==> config.mk <==
export PLATFORM = sky130hd
export DESIGN_NAME = otter_ex_issue_flat
export DESIGN_NICKNAME = d
export VERILOG_FILES = /design/src/rtl/otter_ex_issue_if.sv /design/src/rtl/otter_ex_issue.sv /design/src/flat_wrapper.sv
export SDC_FILE = /design/constraint.sdc
export NUM_CORES = 1
export LEC_CHECK = 0
export CORE_MARGIN = 3
export CORE_UTILIZATION = 48
export CTS_CLUSTER_SIZE = 12
export DETAILED_ROUTE_END_ITERATION = 12
export PLACE_DENSITY = 0.88
export SYNTH_ARGS = -nofsm -noshare
export SYNTH_HDL_FRONTEND = slang
export SYNTH_SLANG_ARGS = --single-unit
==> constraint.sdc <==
create_clock -name CLK -period 3.6 [get_ports CLK]
set_input_delay 0.36 -clock CLK [delete_from_list [all_inputs] [get_ports CLK]]
set_output_delay 0.36 -clock CLK [all_outputs]
set_load 0.01 [all_outputs]
==> src/rtl/otter_ex_issue_if.sv <==
// ID/EX issue bundle: decode-side handshake, operands, forwarding
// sources, and the EX-side handshake with ALU operands.
// master = upstream/environment view, slave = issue-stage view.
interface otter_ex_issue_if #(
   parameter int XLEN  = 32,
   parameter int CNT_W = 16
);
   logic             id_valid;
   logic             id_ready;
   logic [4:0]       id_rs1_addr;
   logic [4:0]       id_rs2_addr;
   logic [XLEN-1:0]  id_rs1_data;
   logic [XLEN-1:0]  id_rs2_data;
   logic [XLEN-1:0]  id_imm;
   logic [XLEN-1:0]  id_pc;
   logic [1:0]       id_srcA_sel;
   logic [1:0]       id_srcB_sel;
   logic [3:0]       id_alu_fun;
   logic [4:0]       id_rd_addr;
   logic             id_rd_we;
   logic             flush;
   logic [4:0]       mem_rd_addr;
   logic             mem_rd_we;
   logic             mem_is_load;
   logic [XLEN-1:0]  mem_result;
   logic [4:0]       wb_rd_addr;
   logic             wb_rd_we;
   logic [XLEN-1:0]  wb_result;
   logic             ex_ready;
   logic             ex_valid;
   logic [XLEN-1:0]  srcA;
   logic [XLEN-1:0]  srcB;
   logic [3:0]       alu_fun;
   logic [4:0]       ex_rd_addr;
   logic             ex_rd_we;
   logic [CNT_W-1:0] stall_cnt;

   modport master (
      output id_valid, id_rs1_addr, id_rs2_addr,
      output id_rs1_data, id_rs2_data, id_imm, id_pc,
      output id_srcA_sel, id_srcB_sel, id_alu_fun,
      output id_rd_addr, id_rd_we, flush,
      output mem_rd_addr, mem_rd_we, mem_is_load, mem_result,
      output wb_rd_addr, wb_rd_we, wb_result, ex_ready,
      input  id_ready, ex_valid, srcA, srcB, alu_fun,
      input  ex_rd_addr, ex_rd_we, stall_cnt
   );

   modport slave (
      input  id_valid, id_rs1_addr, id_rs2_addr,
      input  id_rs1_data, id_rs2_data, id_imm, id_pc,
      input  id_srcA_sel, id_srcB_sel, id_alu_fun,
      input  id_rd_addr, id_rd_we, flush,
      input  mem_rd_addr, mem_rd_we, mem_is_load, mem_result,
      input  wb_rd_addr, wb_rd_we, wb_result, ex_ready,
      output id_ready, ex_valid, srcA, srcB, alu_fun,
      output ex_rd_addr, ex_rd_we, stall_cnt
   );
endinterface

==> src/rtl/otter_ex_issue.sv <==
// OTTER ID/EX hold register + operand select, forwarding, load-use stall.
// Ports: CLK, RST_N (async active-low), bus (otter_ex_issue_if.slave).
// Macro OTTER_EX_FWD_EN: MEM/WB forwarding; otherwise stall on any match.
module otter_ex_issue #(
   parameter int XLEN  = 32,
   parameter int CNT_W = 16
) (
   input logic             CLK,
   input logic             RST_N,
   otter_ex_issue_if.slave bus
);
   typedef struct packed {
      logic [4:0]      rs1_addr;
      logic [4:0]      rs2_addr;
      logic [XLEN-1:0] rs1_data;
      logic [XLEN-1:0] rs2_data;
      logic [XLEN-1:0] imm;
      logic [XLEN-1:0] pc;
      logic [1:0]      a_sel;
      logic [1:0]      b_sel;
      logic [3:0]      alu_fun;
      logic [4:0]      rd_addr;
      logic            rd_we;
   } hold_t;

   hold_t            hold_q, hold_d;
   logic             v_q, v_d;
   logic [CNT_W-1:0] stall_cnt_q, stall_cnt_d;

   logic            mem_m1, mem_m2, wb_m1, wb_m2;
   logic            use1, use2, hazard;
   logic            ex_valid, ex_fire, id_ready, capture;
   logic [XLEN-1:0] rs1_val, rs2_val, src_a, src_b;

   // Matches use the registered index; x0 never matches.
   always_comb begin
      mem_m1 = bus.mem_rd_we && (hold_q.rs1_addr != 5'd0)
               && (hold_q.rs1_addr == bus.mem_rd_addr);
      mem_m2 = bus.mem_rd_we && (hold_q.rs2_addr != 5'd0)
               && (hold_q.rs2_addr == bus.mem_rd_addr);
      wb_m1  = bus.wb_rd_we && (hold_q.rs1_addr != 5'd0)
               && (hold_q.rs1_addr == bus.wb_rd_addr);
      wb_m2  = bus.wb_rd_we && (hold_q.rs2_addr != 5'd0)
               && (hold_q.rs2_addr == bus.wb_rd_addr);
      use1   = (hold_q.a_sel == 2'b00);
      use2   = (hold_q.b_sel == 2'b00);
`ifdef OTTER_EX_FWD_EN
      hazard  = v_q && bus.mem_is_load
                && ((use1 && mem_m1) || (use2 && mem_m2));
      rs1_val = mem_m1 ? bus.mem_result
              : (wb_m1 ? bus.wb_result : hold_q.rs1_data);
      rs2_val = mem_m2 ? bus.mem_result
              : (wb_m2 ? bus.wb_result : hold_q.rs2_data);
`else
      hazard  = v_q && ((use1 && (mem_m1 || wb_m1))
                || (use2 && (mem_m2 || wb_m2)));
      rs1_val = hold_q.rs1_data;
      rs2_val = hold_q.rs2_data;
`endif
   end

`ifndef OTTER_EX_FWD_EN
   logic unused_fwd;
   assign unused_fwd = ^{bus.mem_result, bus.wb_result, bus.mem_is_load};
`endif

   assign ex_valid = v_q && !hazard;
   assign ex_fire  = ex_valid && bus.ex_ready;
   assign id_ready = !v_q || ex_fire;
   assign capture  = bus.id_valid && id_ready;

   always_comb begin
      case (hold_q.a_sel)
         2'b00:   src_a = rs1_val;
         2'b01:   src_a = hold_q.imm;
         2'b10:   src_a = hold_q.pc;
         default: src_a = '0;
      endcase
      case (hold_q.b_sel)
         2'b00:   src_b = rs2_val;
         2'b01:   src_b = hold_q.imm;
         2'b10:   src_b = hold_q.pc;
         default: src_b = {{(XLEN-3){1'b0}}, 3'b100};
      endcase
   end

   // Flush wins over a same-cycle capture.
   always_comb begin
      hold_d = hold_q;
      if (capture) begin
         hold_d.rs1_addr = bus.id_rs1_addr;
         hold_d.rs2_addr = bus.id_rs2_addr;
         hold_d.rs1_data = bus.id_rs1_data;
         hold_d.rs2_data = bus.id_rs2_data;
         hold_d.imm      = bus.id_imm;
         hold_d.pc       = bus.id_pc;
         hold_d.a_sel    = bus.id_srcA_sel;
         hold_d.b_sel    = bus.id_srcB_sel;
         hold_d.alu_fun  = bus.id_alu_fun;
         hold_d.rd_addr  = bus.id_rd_addr;
         hold_d.rd_we    = bus.id_rd_we;
      end
      if (bus.flush)     v_d = 1'b0;
      else if (capture)  v_d = 1'b1;
      else if (ex_fire)  v_d = 1'b0;
      else               v_d = v_q;
      stall_cnt_d = stall_cnt_q;
      if (hazard && (stall_cnt_q != {CNT_W{1'b1}}))
         stall_cnt_d = stall_cnt_q + {{(CNT_W-1){1'b0}}, 1'b1};
   end

   always_ff @(posedge CLK or negedge RST_N) begin
      if (!RST_N) begin
         v_q         <= 1'b0;
         hold_q      <= '0;
         stall_cnt_q <= '0;
      end else begin
         v_q         <= v_d;
         hold_q      <= hold_d;
         stall_cnt_q <= stall_cnt_d;
      end
   end

   assign bus.id_ready   = id_ready;
   assign bus.ex_valid   = ex_valid;
   assign bus.srcA       = src_a;
   assign bus.srcB       = src_b;
   assign bus.alu_fun    = hold_q.alu_fun;
   assign bus.ex_rd_addr = hold_q.rd_addr;
   assign bus.ex_rd_we   = hold_q.rd_we;
   assign bus.stall_cnt  = stall_cnt_q;
endmodule
==> src/flat_wrapper.sv <==
// flat-port wrapper written by rule: the top's interface ports become plain ports
module otter_ex_issue_flat 
#(
   parameter int XLEN  = 32,
   parameter int CNT_W = 16
)
  (CLK, RST_N, bus_id_valid, bus_id_rs1_addr, bus_id_rs2_addr, bus_id_rs1_data, bus_id_rs2_data, bus_id_imm, bus_id_pc, bus_id_srcA_sel, bus_id_srcB_sel, bus_id_alu_fun, bus_id_rd_addr, bus_id_rd_we, bus_flush, bus_mem_rd_addr, bus_mem_rd_we, bus_mem_is_load, bus_mem_result, bus_wb_rd_addr, bus_wb_rd_we, bus_wb_result, bus_ex_ready, bus_id_ready, bus_ex_valid, bus_srcA, bus_srcB, bus_alu_fun, bus_ex_rd_addr, bus_ex_rd_we, bus_stall_cnt);
  otter_ex_issue_if #(.XLEN(XLEN), .CNT_W(CNT_W)) bus_i ();
  input logic CLK;
  input logic RST_N;
  input wire logic [$bits(bus_i.id_valid)-1:0] bus_id_valid;
  input wire logic [$bits(bus_i.id_rs1_addr)-1:0] bus_id_rs1_addr;
  input wire logic [$bits(bus_i.id_rs2_addr)-1:0] bus_id_rs2_addr;
  input wire logic [$bits(bus_i.id_rs1_data)-1:0] bus_id_rs1_data;
  input wire logic [$bits(bus_i.id_rs2_data)-1:0] bus_id_rs2_data;
  input wire logic [$bits(bus_i.id_imm)-1:0] bus_id_imm;
  input wire logic [$bits(bus_i.id_pc)-1:0] bus_id_pc;
  input wire logic [$bits(bus_i.id_srcA_sel)-1:0] bus_id_srcA_sel;
  input wire logic [$bits(bus_i.id_srcB_sel)-1:0] bus_id_srcB_sel;
  input wire logic [$bits(bus_i.id_alu_fun)-1:0] bus_id_alu_fun;
  input wire logic [$bits(bus_i.id_rd_addr)-1:0] bus_id_rd_addr;
  input wire logic [$bits(bus_i.id_rd_we)-1:0] bus_id_rd_we;
  input wire logic [$bits(bus_i.flush)-1:0] bus_flush;
  input wire logic [$bits(bus_i.mem_rd_addr)-1:0] bus_mem_rd_addr;
  input wire logic [$bits(bus_i.mem_rd_we)-1:0] bus_mem_rd_we;
  input wire logic [$bits(bus_i.mem_is_load)-1:0] bus_mem_is_load;
  input wire logic [$bits(bus_i.mem_result)-1:0] bus_mem_result;
  input wire logic [$bits(bus_i.wb_rd_addr)-1:0] bus_wb_rd_addr;
  input wire logic [$bits(bus_i.wb_rd_we)-1:0] bus_wb_rd_we;
  input wire logic [$bits(bus_i.wb_result)-1:0] bus_wb_result;
  input wire logic [$bits(bus_i.ex_ready)-1:0] bus_ex_ready;
  output wire logic [$bits(bus_i.id_ready)-1:0] bus_id_ready;
  output wire logic [$bits(bus_i.ex_valid)-1:0] bus_ex_valid;
  output wire logic [$bits(bus_i.srcA)-1:0] bus_srcA;
  output wire logic [$bits(bus_i.srcB)-1:0] bus_srcB;
  output wire logic [$bits(bus_i.alu_fun)-1:0] bus_alu_fun;
  output wire logic [$bits(bus_i.ex_rd_addr)-1:0] bus_ex_rd_addr;
  output wire logic [$bits(bus_i.ex_rd_we)-1:0] bus_ex_rd_we;
  output wire logic [$bits(bus_i.stall_cnt)-1:0] bus_stall_cnt;
  assign bus_i.id_valid = bus_id_valid;
  assign bus_i.id_rs1_addr = bus_id_rs1_addr;
  assign bus_i.id_rs2_addr = bus_id_rs2_addr;
  assign bus_i.id_rs1_data = bus_id_rs1_data;
  assign bus_i.id_rs2_data = bus_id_rs2_data;
  assign bus_i.id_imm = bus_id_imm;
  assign bus_i.id_pc = bus_id_pc;
  assign bus_i.id_srcA_sel = bus_id_srcA_sel;
  assign bus_i.id_srcB_sel = bus_id_srcB_sel;
  assign bus_i.id_alu_fun = bus_id_alu_fun;
  assign bus_i.id_rd_addr = bus_id_rd_addr;
  assign bus_i.id_rd_we = bus_id_rd_we;
  assign bus_i.flush = bus_flush;
  assign bus_i.mem_rd_addr = bus_mem_rd_addr;
  assign bus_i.mem_rd_we = bus_mem_rd_we;
  assign bus_i.mem_is_load = bus_mem_is_load;
  assign bus_i.mem_result = bus_mem_result;
  assign bus_i.wb_rd_addr = bus_wb_rd_addr;
  assign bus_i.wb_rd_we = bus_wb_rd_we;
  assign bus_i.wb_result = bus_wb_result;
  assign bus_i.ex_ready = bus_ex_ready;
  assign bus_id_ready = bus_i.id_ready;
  assign bus_ex_valid = bus_i.ex_valid;
  assign bus_srcA = bus_i.srcA;
  assign bus_srcB = bus_i.srcB;
  assign bus_alu_fun = bus_i.alu_fun;
  assign bus_ex_rd_addr = bus_i.ex_rd_addr;
  assign bus_ex_rd_we = bus_i.ex_rd_we;
  assign bus_stall_cnt = bus_i.stall_cnt;
  otter_ex_issue #(.XLEN(XLEN), .CNT_W(CNT_W)) u_core (.CLK(CLK), .RST_N(RST_N), .bus(bus_i));
endmodule
==> summary.md, run 1 <==
| Metric | Value |
|---|---|
| Status | finished clean |
| Clock share of power | between 30% and 40% |
| IO Port Bufs | 260 |
| Final Max Slew Viols | 0 |
| Clock Latency Late Sink | between 0.4 and 0.5 ns |
| Register bit total from synthesis | about 170 |
| Seq/Total Area, Yosys | 49.4% |
| Clock skew | ~0.0083 ns |
| Share of layout cells above drive strength 1 | between 20 and 25% |
| Row Count | between 40 and 50 |
| Comb power frac | between 20% and 30% |
| Synth cell types | 37 |
| N_diodes | 0 |
| Setup WS post-layout | between 0.6 and 0.7 ns |
| Clock-pin transition on the worst setup and hold timing paths | approximately 0.070 ns |
| CTS tree | built |
| Setup TNS Final | 0 ns |
| Hold WS | 0.0745 ns |
| RSZ-0062 raised after global routing | no |
| Post-layout power | 5650 uW |
| Gpl congestion | between 0.8 and 0.9 |
| Core ar. | 17,400 um^2 |
| Endpoints failing hold | 0 |
| Via density | roughly 5.4 |
| # DRC | 0 |
| Internal | about 4000 uW |
| Die area | 19,500 um^2 |
| Hold_buf cts | 0 |
| Synthesized cell area | between 8000 and 9000 um^2 |
| Multi-input combinational cell area | 3930 um^2 |
| CP max FO | 21 |
| WL final | 22.9 mm |
| Syn Area/Cell | 12.8 um^2 |
| P&R area growth vs syn | 37.6% |
| Crit end category | primary output |
| Power Density | between 400 and 500 nW/um^2 |
| H-tree depth | 4 |
| Worst path arrival time | about 2.6 ns |
| Num ports | ~330 |
| Vias in the first global route | roughly 6,700 |
| GRT Residual Overflow | 0 |
| Min Clock Period, post-route | 2.95 ns |
| First drt pass iteration count | 5 |
| Worst endpoint required time | between 3 and 4 ns |
| Sequential Power Share | roughly two fifths |
| Antenna violations before repair | 0 |
| Synth Warn # | 0 |
| # fillers | about 1,300 |
| Clock root buffer | clkbuf_16 |
| Die X | around 140 um |
| Die H | 140 um |
| Actual slew at the worst max-slew pin | just over 1 ns |
| Vias post-DR | just over 6,000 |
| Crit start category | flip-flop |
| Worst VDD drop | between 300 and 400 uV |
| First-pass GRT wire length | about 36 mm |
| FF/Latch Area | 4230 um^2 |
| Fmax | between 300 and 400 MHz |
| Final setup violation count | 0 |
| Switching share of power | between 20% and 30% |
| CTS Buf Count | 17 |
| Mapped Cells | 668 |
| CTS Sinks | between 150 and 200 |
| Largest net degree at the start of global routing | about 110 |
| Post-CTS setup buffer count | 0 |
| DP Worst Slack | a little over 0.8 ns |
| Max-Cap Viols | 0 |
| Gr usage total | about a quarter |
| Avg WL per Cell | roughly 20 um |
| Maximum clock path buffer count | 2 |
| Worst rel slew slack | a little under a third |
| Initial Utilization | 49.3% |
| HP Class | input port to async pin |
| Final Core Density | approximately two thirds |
| LEAKAGE | just over 0.005 uW |
| Crit share post-route | around four fifths |
| CP Class | flip-flop to primary output |
| Iteration-0 DRC count of the detailed router | around 230 |
| P_sw | around 1600 uW |
| DRT antenna net count | 0 |
| CTS-repair resized insts | 0 |
| DP HPWL | between 15 and 20 mm |
| Syn_nets | approximately 900 |
| Fin nets | around 1,100 |
[routing by layer]
layer | GRT usage, % | wire length, um
met1 | 29.9 | 9540
met2 | 40.2 | 11500
met3 | 5.60 | 1560
met4 | 7.24 | 331
met5 | 0 | 0
[cell type report]
type	instances	area share [%]
clock buffers	20	3.87
inverters	4	0.127
well taps	225	2.39
multi-input cells	442	33.3
flip-flops and latches	169	35.9
clock inverters	12	0.987
repair buffers	274	23.4
[synthesized netlist by cell type]
cell	number	share of area (%)
mux2i_1	63	7.4
and2_1	2	0.15
o21ai_0	63	3.7
mux2_2	72	9.5
o22ai_1	1	0.073
dfrtp_1	169	49
o21ai_2	1	0.10
buf_1	5	0.22
xor2_1	15	1.5
o21a_1	1	0.088
clkbuf_1	20	0.88
a211oi_1	2	0.18
nor2_1	4	0.18
o22ai_2	1	0.15
xnor2_1	20	2.0
a21oi_1	2	0.12
a211oi_2	1	0.15
nand4_1	10	0.73
nand3_1	6	0.35
and3_1	1	0.073
nor2b_1	3	0.22
a22oi_1	1	0.088
buf_2	2	0.12
buf_4	16	1.4
inv_1	4	0.18
nor3_1	13	0.76
mux2_4	80	14
nand2_1	71	3.1
buf_12	9	2.1
mux2_1	1	0.13
a221oi_2	1	0.18
ha_1	1	0.15
and4_1	2	0.20
nor3b_1	1	0.088
nand2b_1	1	0.073
buf_6	1	0.13
nor4_1	2	0.15
[state kept, by name, indices dropped and copies added (netlist names)]
signal,count
u_core.hold_q,78
u_core.rs1_val,32
u_core.bus.ex_rd_addr,5
u_core.v_q,1
u_core.rs2_val,32
u_core.bus.stall_cnt,16
u_core.bus.ex_rd_we,1
u_core.bus.alu_fun,4
[final timing paths]
check | start | to | slack [ns] | depth (start not counted)
setup / recovery | u_core.hold_q[11]$_DFFE_PN0P_ | bus_srcB[10] | 0.65 | 4
hold / removal | RST_N | u_core.bus.stall_cnt[3]$_DFFE_PN0P_ | 0.07 | 1
setup reg to reg | u_core.hold_q[10]$_DFFE_PN0P_ | u_core.hold_q[24]$_DFFE_PN0P_ | 1.10 | 6
hold reg to reg | u_core.bus.stall_cnt[5]$_DFFE_PN0P_ | u_core.bus.stall_cnt[5]$_DFFE_PN0P_ | 0.49 | 1
max in group asynchronous | RST_N | u_core.hold_q[35]$_DFFE_PN0P_ | 2.56 | 2
min in group CLK | bus_flush | u_core.v_q$_DFFE_PN0P_ | 0.49 | 2
[kinds of logic (layout without fill, tap and decap cells)]
logic type               after synthesis  in the layout  share of synthesized area, %
multiplexers                         216            216                          31.0
flip-flops                           169            169                          49.4
AND/OR/NAND/NOR                      116            116                          6.08
AO/OA/AOI/OAI                         74             74                          4.79
buffers and inverters                 57            310                          5.03
XOR/XNOR                              35             35                          3.58
adder cells (fa/ha/maj)                1              1                         0.146
[power by group through the flow]
| stage | sequential, uW | combinational, uW | clock, uW |
|---|---|---|---|
| 2_1_floorplan | 2280 | 838 | 0 |
| 3_3_place_gp | 2340 | 1510 | 0 |
| 3_5_place_dp | 2350 | 1530 | 0 |
| 4_1_cts | 2320 | 1540 | 1830 |
| 5_1_grt | 2350 | 1640 | 1920 |
| 6_report | 2320 | 1530 | 1800 |
[critical path, stage by stage, from the launching register on]
cell and delay [ns]:
dfrtp_2 0.73, buf_4 0.48, mux2i_1 0.12, o21ai_0 0.24
clkdlybuf4s50_1 0.59
[through the flow]
stage | std cells | cell area, um^2
floorplan | 668 | 8560
global placement | 1114 | 11200
detailed placement | 1114 | 11200
CTS | 1146 | 11800
global route | 1146 | 11800
finish | 1146 | 11800
[cell usage in the layout (no fill, tap or decap), types with 2 or more instances in the layout]
master / Yosys / layout
clkdlybuf4s50_1: 0 / 259
dfrtp_1: 169 / 167
mux2_4: 80 / 80
mux2_2: 72 / 72
nand2_1: 71 / 71
mux2i_1: 63 / 63
o21ai_0: 63 / 63
xnor2_1: 20 / 20
clkbuf_16: 0 / 17
xor2_1: 15 / 15
nor3_1: 13 / 13
nand4_1: 10 / 10
buf_4: 16 / 10
nand3_1: 6 / 6
clkinvlp_4: 0 / 5
nor2_1: 4 / 4
inv_1: 4 / 4
inv_6: 0 / 4
buf_12: 9 / 4
nor2b_4: 0 / 2
a211oi_1: 2 / 2
and2_1: 2 / 2
a21oi_1: 2 / 2
and4_1: 2 / 2
nor4_1: 2 / 2
clkbuf_8: 0 / 2
dfrtp_2: 0 / 2
No activity file was read; power rests on OpenSTA's default activity.
==> run 2, diff against run 1 <==
- CORE_UTILIZATION: 48 -> 45
- PLACE_DENSITY: 0.88 -> 0.84
- clock period: 3.6 -> 2.9 ns (I/O delays scaled with it)
==> summary.md, run 2 (same netlist as run 1, synthesis figures left out) <==
| Metric | Value |
|---|---|
| Status | finished clean (unchanged) |
| Crit start category | flip-flop (unchanged) |
| Gpl congestion | 0.837 (was 0.864) |
| Clock Latency Late Sink | 0.42 ns (about the same) |
| DP HPWL | 16.4 mm (was 15.8 mm) |
| Post-route cell area | 12,000 um^2 (was 11,800 um^2) |
| Clock-pin transition on the worst setup and hold timing paths | 0.07 ns (about the same) |
| Worst endpoint required time | 2.61 ns (was 3.24 ns) |
| HP Class | input port to async pin (unchanged) |
| DRT antenna net count | 0 (unchanged) |
| Most frequent cells in the layout | clkdlybuf4s50_1 (259), dfrtp_1 (167), mux2_4 (80), mux2_2 (72), nand2_1 (71) (unchanged) |
| CP delay by family, top | buffers and inverters (unchanged) |
| CTS tree | built (unchanged) |
| Max-Cap Viols | 0 (unchanged) |
| LEAKAGE | 0.00521 uW (was 0.00512 uW) |
| Slowest CP cell | clkdlybuf4s50_1 (was dfrtp_2) |
| Met2 Track Usage GR | 37.2% (was 40.2%) |
| Iteration-0 DRC count of the detailed router | 268 (was 228) |
| CP Class | flip-flop to primary output (unchanged) |
| Top reg by flops | u_core.hold_q (unchanged) |
| Setup TNS Final | 0 ns (unchanged) |
| Gr usage total | 22.6% (was 23.6%) |
| P&R area growth vs syn | 39.7% (was 37.6%) |
| Flop2flop setup slack | 0.59 ns (was 1.10 ns) |
| GR Util met3 | 6.29% (was 5.60%) |
| Worst rel slew slack | 65.3% (was 30.7%) |
| Post-CTS setup buffer count | 0 (unchanged) |
| Placed Area | 11,300 um^2 (was 11,200 um^2) |
| Min Clock Period, post-route | 2.70 ns |
| CTS Sinks | 169 (unchanged) |
| IO Port Bufs | 260 (unchanged) |
| Die H | 144 um (was 140 um) |
| Via density | 5.36 (was 5.35) |
| Crit end category | primary output (unchanged) |
| Row Count | 49 (was 48) |
| RSZ-0062 raised after global routing | no (unchanged) |
| CP Buf/Inv Count | 2 (unchanged) |
| RR Endpoint | u_core.rs1_val[6]$_DFFE_PN0P_ (was u_core.hold_q[24]$_DFFE_PN0P_) |
| Avg WL per Cell | 20.0 um (about the same) |
| Fin nets | 1,156 (was 1,143) |
| RR Startpoint | u_core.hold_q[147]$_DFFE_PN0P_ (was u_core.hold_q[10]$_DFFE_PN0P_) |
| CTS Buf Count | 17 (unchanged) |
| Max reg flops | 78 (unchanged) |
| Hold_buf cts | 1 (was 0) |
| GRT Residual Overflow | 0 (unchanged) |
| Power Density | 597 nW/um^2 (was 479 nW/um^2) |
| H-tree depth | 4 (unchanged) |
| R2R depth | 7 (was 6) |
| Die area | 20,700 um^2 (was 19,500 um^2) |
| Actual slew at the worst max-slew pin | 0.520 ns (was 1.04 ns) |
| Share of layout cells above drive strength 1 | 23.6% (was 22.5%) |
| WL final | 23.2 mm (was 22.9 mm) |
| Vias post-DR | 6,232 (was 6,132) |
| Largest net degree at the start of global routing | 94 (was 111) |
| Clock skew | 0.0139 ns (was 0.00826 ns) |
| Worst VDD drop | 424 uV (was 325 uV) |
| Maximum clock path buffer count | 2 (unchanged) |
| Worst path arrival time | 2.41 ns (was 2.59 ns) |
| First-pass GRT wire length | 36.2 mm (was 36.4 mm) |
| N_diodes | 0 (unchanged) |
| Endpoints failing hold | 0 (unchanged) |
| CP cell instances | buf_4 -> mux2i_1 -> o21ai_0 -> clkdlybuf4s50_1 (unchanged) |
| Die X | 144 um (was 140 um) |
| Vias in the first global route | 6,693 (was 6,704) |
| First drt pass iteration count | 4 (was 5) |
| Num ports | 326 (unchanged) |
| Fmax | around 370 MHz |
| Final Max Slew Viols | 0 (unchanged) |
| Most common cell after layout, fill and taps aside | clkdlybuf4s50_1 (unchanged) |
| Final setup violation count | 0 (unchanged) |
| Antenna violations before repair | 0 (unchanged) |
| Initial Utilization | 46.7% (was 49.3%) |
| M1 GR Usage | 29.2% (was 29.9%) |
| CTS-repair resized insts | 0 (unchanged) |
| Max stage delay on crit path | 0.63 ns (was 0.73 ns) |
| Clock root buffer | clkbuf_16 (unchanged) |
| Core ar. | 18,300 um^2 (was 17,400 um^2) |
| GR peak layer | met2 (unchanged) |
| Post-layout power | 7150 uW (was 5650 uW) |
| # DRC | 0 (unchanged) |
| Crit share post-route | 93.0% |
| CP max FO | 19 (was 21) |
run 2: area by class of cell:
cell class | count | area, um^2
fillers | 1351 | 6370
repair buffers | 287 | 2900
well taps | 229 | 287
inverters | 4 | 15.0
flip-flops and latches | 169 | 4230
clock inverters | 12 | 140
multi-input cells | 442 | 3930
clock buffers | 20 | 467
run 2: power by group:
| part | switching, uW | internal [uW] |
|---|---|---|
| clock network | 975 | 1350 |
| registers | 232 | 2640 |
| logic | 788 | 1160 |
| total | 1990 | 5150 |
run 2: how the worst max path moves through the flow:
| stage | from | end | slack (ns) | cells after the start |
|---|---|---|---|---|
| 2_1_floorplan | u_core.hold_q[147]$_DFFE_PN0P_ | u_core.hold_q[14]$_DFFE_PN0P_ | 0.91 | 8 |
| 3_3_place_gp | bus_wb_rd_addr[0] | u_core.rs1_val[12]$_DFFE_PN0P_ | 0.32 | 9 |
| 3_5_place_dp | bus_wb_rd_addr[0] | u_core.rs1_val[6]$_DFFE_PN0P_ | 0.28 | 9 |
| 4_1_cts | u_core.hold_q[11]$_DFFE_PN0P_ | bus_srcB[15] | 0.17 | 4 |
| 5_1_grt | u_core.hold_q[145]$_DFFE_PN0P_ | bus_ex_valid | 0.10 | 6 |
| 6_report | u_core.hold_q[11]$_DFFE_PN0P_ | bus_srcB[19] | 0.20 | 4 |
run 2: through the flow:
stage | instances | utilization (%) | hold slack (ns) | setup WS, ns
2_1_floorplan | 668 | - | -0.00559 | 0.911
3_3_place_gp | 1130 | 61.9 | 0.221 | 0.316
3_5_place_dp | 1130 | 61.9 | 0.225 | 0.277
4_1_cts | 1163 | 65.3 | 0.341 | 0.166
5_1_grt | 1163 | 65.3 | 0.373 | 0.105
6_report | 1163 | 65.3 | 0.341 | 0.203
run 2: metal layers:
layer	share of wire (%)	vias to the layer above
li1	-	2848
met1	42	3110
met2	48	251
met3	8.0	23
met4	1.6	0
met5	0	-
